**config.mk**
```make
export PLATFORM = sky130hd
export DESIGN_NAME = data_mem_responder
export DESIGN_NICKNAME = d
export VERILOG_FILES = /design/src/rtl/data_mem_pkg.sv /design/src/rtl/dm_storage_ram.sv /design/src/rtl/data_mem_responder.sv
export SDC_FILE = /design/constraint.sdc
export NUM_CORES = 2
export LEC_CHECK = 0
export BUFFER_PORTS_ARGS = -buffer_cell sky130_fd_sc_hd__buf_4
export CAP_MARGIN = 20
export CORE_ASPECT_RATIO = 2
export CORE_MARGIN = 2
export CORE_UTILIZATION = 68
export DETAILED_ROUTE_END_ITERATION = 8
export PLACE_DENSITY_LB_ADDON = 0.12
export SLEW_MARGIN = 15
export SYNTH_ARGS = -nofsm -noshare
export SYNTH_HDL_FRONTEND = slang
export SYNTH_SLANG_ARGS = --single-unit
```
**constraint.sdc**
```tcl
create_clock -name clk -period 10 [get_ports clk]
set_input_delay 2 -clock clk [delete_from_list [all_inputs] [get_ports clk]]
set_output_delay 2 -clock clk [all_outputs]
set_load 0.01 [all_outputs]
```
**src/rtl/data_mem_pkg.sv**
```systemverilog
// Shared types and constants for the data-memory responder.
package data_mem_pkg;
    typedef enum logic [1:0] {IDLE, ACCESS, ACK} state_e;

    localparam int DEF_ADDR_W = 8;
    localparam int DEF_DATA_W = 8;
    localparam int WAIT_MAX   = 15;
    localparam int CNT_W      = 16;
endpackage

```
**src/rtl/dm_storage_ram.sv**
```systemverilog
// DEPTH x DATA_W storage: synchronous write, registered read, array never reset.
module dm_storage_ram #(
    parameter int ADDR_W = 8,
    parameter int DATA_W = 8,
    parameter int DEPTH  = 256
) (
    input  logic              clk,
    input  logic              we,
    input  logic [ADDR_W-1:0] waddr,
    input  logic [DATA_W-1:0] wdata,
    input  logic [ADDR_W-1:0] raddr,
    output logic [DATA_W-1:0] q
);
    localparam int IDX_W = (DEPTH > 1) ? $clog2(DEPTH) : 1;

    logic [DATA_W-1:0] mem [DEPTH];

    always_ff @(posedge clk) begin
        if (we)
            mem[waddr[IDX_W-1:0]] <= wdata;
        q <= mem[raddr[IDX_W-1:0]];
    end
endmodule

```
**src/rtl/data_mem_responder.sv**
```systemverilog
// Four-phase req/ack data-memory responder with WAIT_CYCLES wait states.
// Optional DATA_MEM_ACCESS_COUNT_EN adds saturating rd_count/wr_count outputs.
module data_mem_responder
    import data_mem_pkg::*;
#(
    parameter int ADDR_W      = DEF_ADDR_W,
    parameter int DATA_W      = DEF_DATA_W,
    parameter int DEPTH       = 256,
    parameter int WAIT_CYCLES = 1
) (
    input  logic              clk,
    input  logic              reset,
    input  logic              req,
    input  logic              we,
    input  logic [ADDR_W-1:0] addr,
    input  logic [DATA_W-1:0] wdata,
    output logic              ack,
    output logic [DATA_W-1:0] rdata,
    output logic              err,
    output logic              busy
`ifdef DATA_MEM_ACCESS_COUNT_EN
    ,
    output logic [CNT_W-1:0]  rd_count,
    output logic [CNT_W-1:0]  wr_count
`endif
);
    state_e            state, nxt;
    logic [3:0]        cnt;
    logic              lat_we;
    logic [ADDR_W-1:0] lat_addr;
    logic [DATA_W-1:0] lat_wdata;
    logic              in_range;
    logic              access;
    logic              ram_we;
    logic [ADDR_W-1:0] ram_raddr;
    logic [DATA_W-1:0] ram_q;

    assign in_range  = {1'b0, lat_addr} < (ADDR_W+1)'(DEPTH);
    assign access    = (state == ACCESS) && req && (cnt == 4'd0);
    assign ram_we    = access && lat_we && in_range;
    assign busy      = (state != IDLE);
    // Read the live address while idle so the registered RAM output is
    // already valid on the first ACCESS cycle (needed for WAIT_CYCLES=0).
    assign ram_raddr = (state == IDLE) ? addr : lat_addr;

    dm_storage_ram #(
        .ADDR_W(ADDR_W),
        .DATA_W(DATA_W),
        .DEPTH (DEPTH)
    ) u_ram (
        .clk  (clk),
        .we   (ram_we),
        .waddr(lat_addr),
        .wdata(lat_wdata),
        .raddr(ram_raddr),
        .q    (ram_q)
    );

    always_comb begin
        nxt = state;
        unique case (state)
            IDLE:    if (req) nxt = ACCESS;
            ACCESS:  if (!req) nxt = IDLE;
                     else if (cnt == 4'd0) nxt = ACK;
            ACK:     if (!req) nxt = IDLE;
            default: nxt = IDLE;
        endcase
    end

    always_ff @(posedge clk or posedge reset) begin
        if (reset) begin
            state     <= IDLE;
            cnt       <= 4'd0;
            lat_we    <= 1'b0;
            lat_addr  <= '0;
            lat_wdata <= '0;
            ack       <= 1'b0;
            rdata     <= '0;
            err       <= 1'b0;
        end else begin
            state <= nxt;
            case (state)
                IDLE: if (req) begin
                    lat_we    <= we;
                    lat_addr  <= addr;
                    lat_wdata <= wdata;
                    cnt       <= 4'(WAIT_CYCLES);
                end
                ACCESS: begin
                    if (req && cnt != 4'd0)
                        cnt <= cnt - 4'd1;
                    if (access) begin
                        ack   <= 1'b1;
                        err   <= ~in_range;
                        rdata <= lat_we ? lat_wdata : (in_range ? ram_q : '0);
                    end
                end
                ACK: if (!req) begin
                    ack <= 1'b0;
                    err <= 1'b0;
                end
                default: ;
            endcase
        end
    end

`ifdef DATA_MEM_ACCESS_COUNT_EN
    always_ff @(posedge clk or posedge reset) begin
        if (reset) begin
            rd_count <= '0;
            wr_count <= '0;
        end else if (access && in_range) begin
            if (lat_we && wr_count != '1)
                wr_count <= wr_count + 1'b1;
            if (!lat_we && rd_count != '1)
                rd_count <= rd_count + 1'b1;
        end
    end
`endif
endmodule

```
==> results.txt <==
The area of the die came out at 122000 µm². Setup repair after global routing left no endpoint under its margin. The switching portion of total power is roughly 32%. The total routing resource utilization after global routing is a little over a third. The count of flip-flops with a built-in enable after synthesis is around 2000. Summed over all nets, the switching power comes to around 7.6 mW. The total leakage power is 28.4 nW. Leaving out fill and tap cells, the most frequent cell in the layout is edfxtp_1. The first-pass iteration count of the detailed router came out at 8.

The flip-flop and latch count after synthesis came out at 2088. The number of violations reported at the end of detailed-routing iteration 0 is around 6300. The shortest period the worst path allows is 5.75 ns. The number of nets still failing antenna checks after routing is 0.

The sum of routed wire length over all layers came out at 212 mm. The count of input and output buffers came out at 29. After detailed routing, the average wire length per cell comes to 32.3 µm.

The async set or reset register ratio after synthesis is 1.53%. The endpoint identified for the worst register-to-register timing path is u_ram.q[0]. Of the total power, registers draw 47.0%. The fraction of post-synthesis cell area in the top cell type by area is 75.8%.

Clock-pin slew was measured on the worst setup and hold paths at roughly 0.070 ns. The startpoint identified for the worst hold timing path is u_ram.q[3]. The relative slew slack is roughly a tenth.

The clock network accounts for 27.7% of the total power. The endpoint required time on the critical path is ~11 ns. The residual DRC count came out at 0. The master cell of the clock root buffer is clkbuf_16. The post-route standard cell area excluding fillers came out at ~88000 µm².

After detailed placement, the total cell area comes to roughly 83000 µm². The cell type with the largest total area after synthesis is edfxtp_1. The number of standard cells after synthesis came out at about 4900. The largest fanout of any net on the critical path is 28. The die span in x is ~250 µm. The hold-critical path endpoint is rdata[3].

Yosys printed 0 warnings. The hold buffer count at CTS came out at 0. Dividing the final minimum period by the clock period gives about 57%.

The final hold violation count came out at 0. The worst setup path is captured at a register. The area added between synthesis and finish came out at 8.58%. The final count of pins violating max slew was 0.

STA classifies the critical path startpoint as an input port. The number of clock sinks came out at around 2100. The height of the die came out at around 500 µm. The synthesized netlist occupies a cell area of about 81000 µm². Counting cells, the worst reg-to-reg path comes to 11. The total via count in the routed design is between 40000 and 50000. The fraction of layout instances using a drive strength above 1 came out at ~11%.

Among all flip-flop cells after synthesis, the most frequent one is edfxtp_1. Derived from the worst setup path, the maximum achievable clock frequency is approximately 170 MHz. The pin count of the biggest net entering global routing is approximately 210. The slack of the worst reg-to-reg path came out at 4.46 ns. Using the TritonRoute via totals, the vias-per-cell ratio works out to between 7 and 8.

The sequential share of the synthesized area came out at 77.0%. The initial utilization of the core area, before any placement, comes to 68.4%. The total power density per cell area is 269 nW/µm². For the final routed database, the setup TNS stands at 0 ns.

Routability-driven placement finished with a final weighted congestion of between 0.8 and 0.9. The global route total overflow is 0. The number of ports placed on the die boundary is 31. The HPWL after detailed placement came out at between 100 and 150 mm. The clock insertion delay at the later pin of the skew report came out at 0.81 ns.

The per-instance average area after synthesis came out at around 17 µm². Power comes to roughly 24 mW. In the final design database the tool counted 4895 nets.

The core outline area came out at around 120000 µm². In this run the number of H-tree levels came out at 4. The net count after synthesis is just under 5000. Per report_power, the combinational group accounts for between 20 and 30% of the total. The initial antenna violation count is 9. The number of buffers between clock root and the deepest sink is 3. The post-CTS setup-driven buffer insertion count came out at 0. The start-to-end type of the worst setup path is input port to register. The count of standard-cell rows came out at between 150 and 200. Leaving out fill and tap cells, the most frequent cells in the layout are edfxtp_1, nand2_1, mux2i_1, nor2_1, nand3_1. The peak supply drop came out at ~0.28 mV.

The signal arrival time at the worst endpoint is roughly 6.5 ns. The count of max-cap constraint violations came out at 0. The slew at the pin closest to its max-slew limit is roughly 1.3 ns. The worst clock skew came out at between 0.02 and 0.03 ns. The run finished with clean final reports. The number of setup violations in the final report is 0. Ranked by total cell area, the synthesized netlist is headed by edfxtp_1, mux2i_1, mux4_2. The worst register-to-register path begins at state[0]. The number of distinct library cells after synthesis came out at between 50 and 60. The clock tree from TritonCTS is yes.

The number of global-route vias before repair came out at approximately 45000. Counting the fill cells in the layout gives 6827. The kind of path behind the tightest hold check is register to register.

The core utilization of the finished layout came out at 74.2%. The first global-routing pass estimated 304 mm of wire. Along the worst hold path, the cell count comes to 2. The post-cts sizing count is 0. Counting the buffers created by CTS gives 165.

The cell-internal power came out at around 16 mW.
## power by group through the flow
stage	clock network, mW	logic (mW)	registers (mW)
final	6.56	5.99	11.1
after global routing	6.87	6.22	11.1
after CTS	6.57	5.87	11.1
after detailed placement	0	5.84	11.3
after global placement	0	5.74	11.3
after floorplan	0	3.34	11.7
## cells by family (layout without fill, tap and decap cells)
kind of cell | count (synthesis) | after routing | share of synthesized area [%]
DFF | 2088 | 2088 | 77.0
and+or+nand+nor | 1373 | 1373 | 7.15
muxes | 567 | 567 | 9.21
AOI/OAI and AO/OA | 564 | 564 | 4.78
buffers and inverters | 314 | 409 | 1.87
xor gates and xnor gates | 2 | 2 | 0.0216
adders and majority gates | 1 | 1 | 0.0154
other | 1 | 13 | 0.00462
## metrics by stage
| step | hold WS (ns) | cells | setup WS [ns] |
|---|---|---|---|
| after floorplan | 0.489 | 4910 | 5.85 |
| after global placement | 0.515 | 6243 | 3.61 |
| after detailed placement | 0.525 | 6243 | 3.59 |
| after CTS | 0.542 | 6541 | 4.43 |
| after global routing | 0.557 | 6548 | 4.37 |
| final | 0.548 | 6555 | 4.25 |
## metal layers
layer  vias up  global-route usage [%]  part of all wire, %
met1     23200                    43.0                   32
met5         -                       0                0.026
li1      19100                       -                    -
met2      3011                    58.0                   50
met3       699                    6.67                  9.6
met4         8                    23.0                  7.7
## registers in the layout (all words and copies together) (netlist names)
| register | cells |
|---|---|
| u_ram.q | 8 |
| ack | 1 |
| lat_we | 1 |
| cnt | 4 |
| lat_wdata | 8 |
| u_ram.mem | 2048 |
| lat_addr | 8 |
| rdata | 8 |
| state | 2 |
## cell usage after synthesis (all sizes together) (3+ instances only)
library cell / number
a22o: 14
a21o: 4
a31oi: 130
a222oi: 43
nor4b: 3
dfxtp: 8
mux2i: 410
nor3: 23
nor2b: 5
buf: 151
a21oi: 42
nand3b: 4
mux2: 15
o21ai: 44
a22oi: 52
a221oi: 5
dfrtp: 32
nand2b: 3
a32oi: 43
nand2: 719
nor4: 13
and2: 5
a211oi: 34
inv: 6
edfxtp: 2048
and3: 5
mux4: 142
nor2: 290
a21boi: 7
nand3: 222
nand4: 74
clkbuf: 157
o22ai: 138
## area by class of cell
| class | count | area (µm²) | area share (%) |
|---|---|---|---|
| Multi-Input combinational cell | 2508 | 17300 | 19.7 |
| Timing Repair Buffer | 105 | 987 | 1.12 |
| Clock buffer | 204 | 4340 | 4.92 |
| Sequential cell | 2088 | 62500 | 70.9 |
| Antenna cell | 12 | 30.0 | 0.0341 |
| Clock inverter | 94 | 982 | 1.11 |
| Tap cell | 1538 | 1920 | 2.18 |
| Inverter | 6 | 22.5 | 0.0256 |
## critical path: stages
cell and delay [ns]:
buf_4 0.16, nand2_1 0.12, o21ai_4 0.76, buf_4 0.60, nand2_2 0.41, buf_4 0.42
o22ai_1 0.32, a211oi_1 0.16, o22ai_1 0.72, o22ai_1 0.47, nor3_1 0.23
## how the worst max path moves through the flow
stage                     cells after the start     from    endpoint  slack (ns)
after global placement                       11  addr[2]  u_ram.q[5]        3.61
after floorplan                              10  addr[2]  u_ram.q[6]        5.85
final                                        11  addr[2]  u_ram.q[0]        4.25
after CTS                                    11  addr[2]  u_ram.q[0]        4.43
after detailed placement                     11  addr[2]  u_ram.q[0]        3.59
after global routing                         10  addr[0]  u_ram.q[6]        4.37
Note: power is estimated with default switching activity, not from simulation.
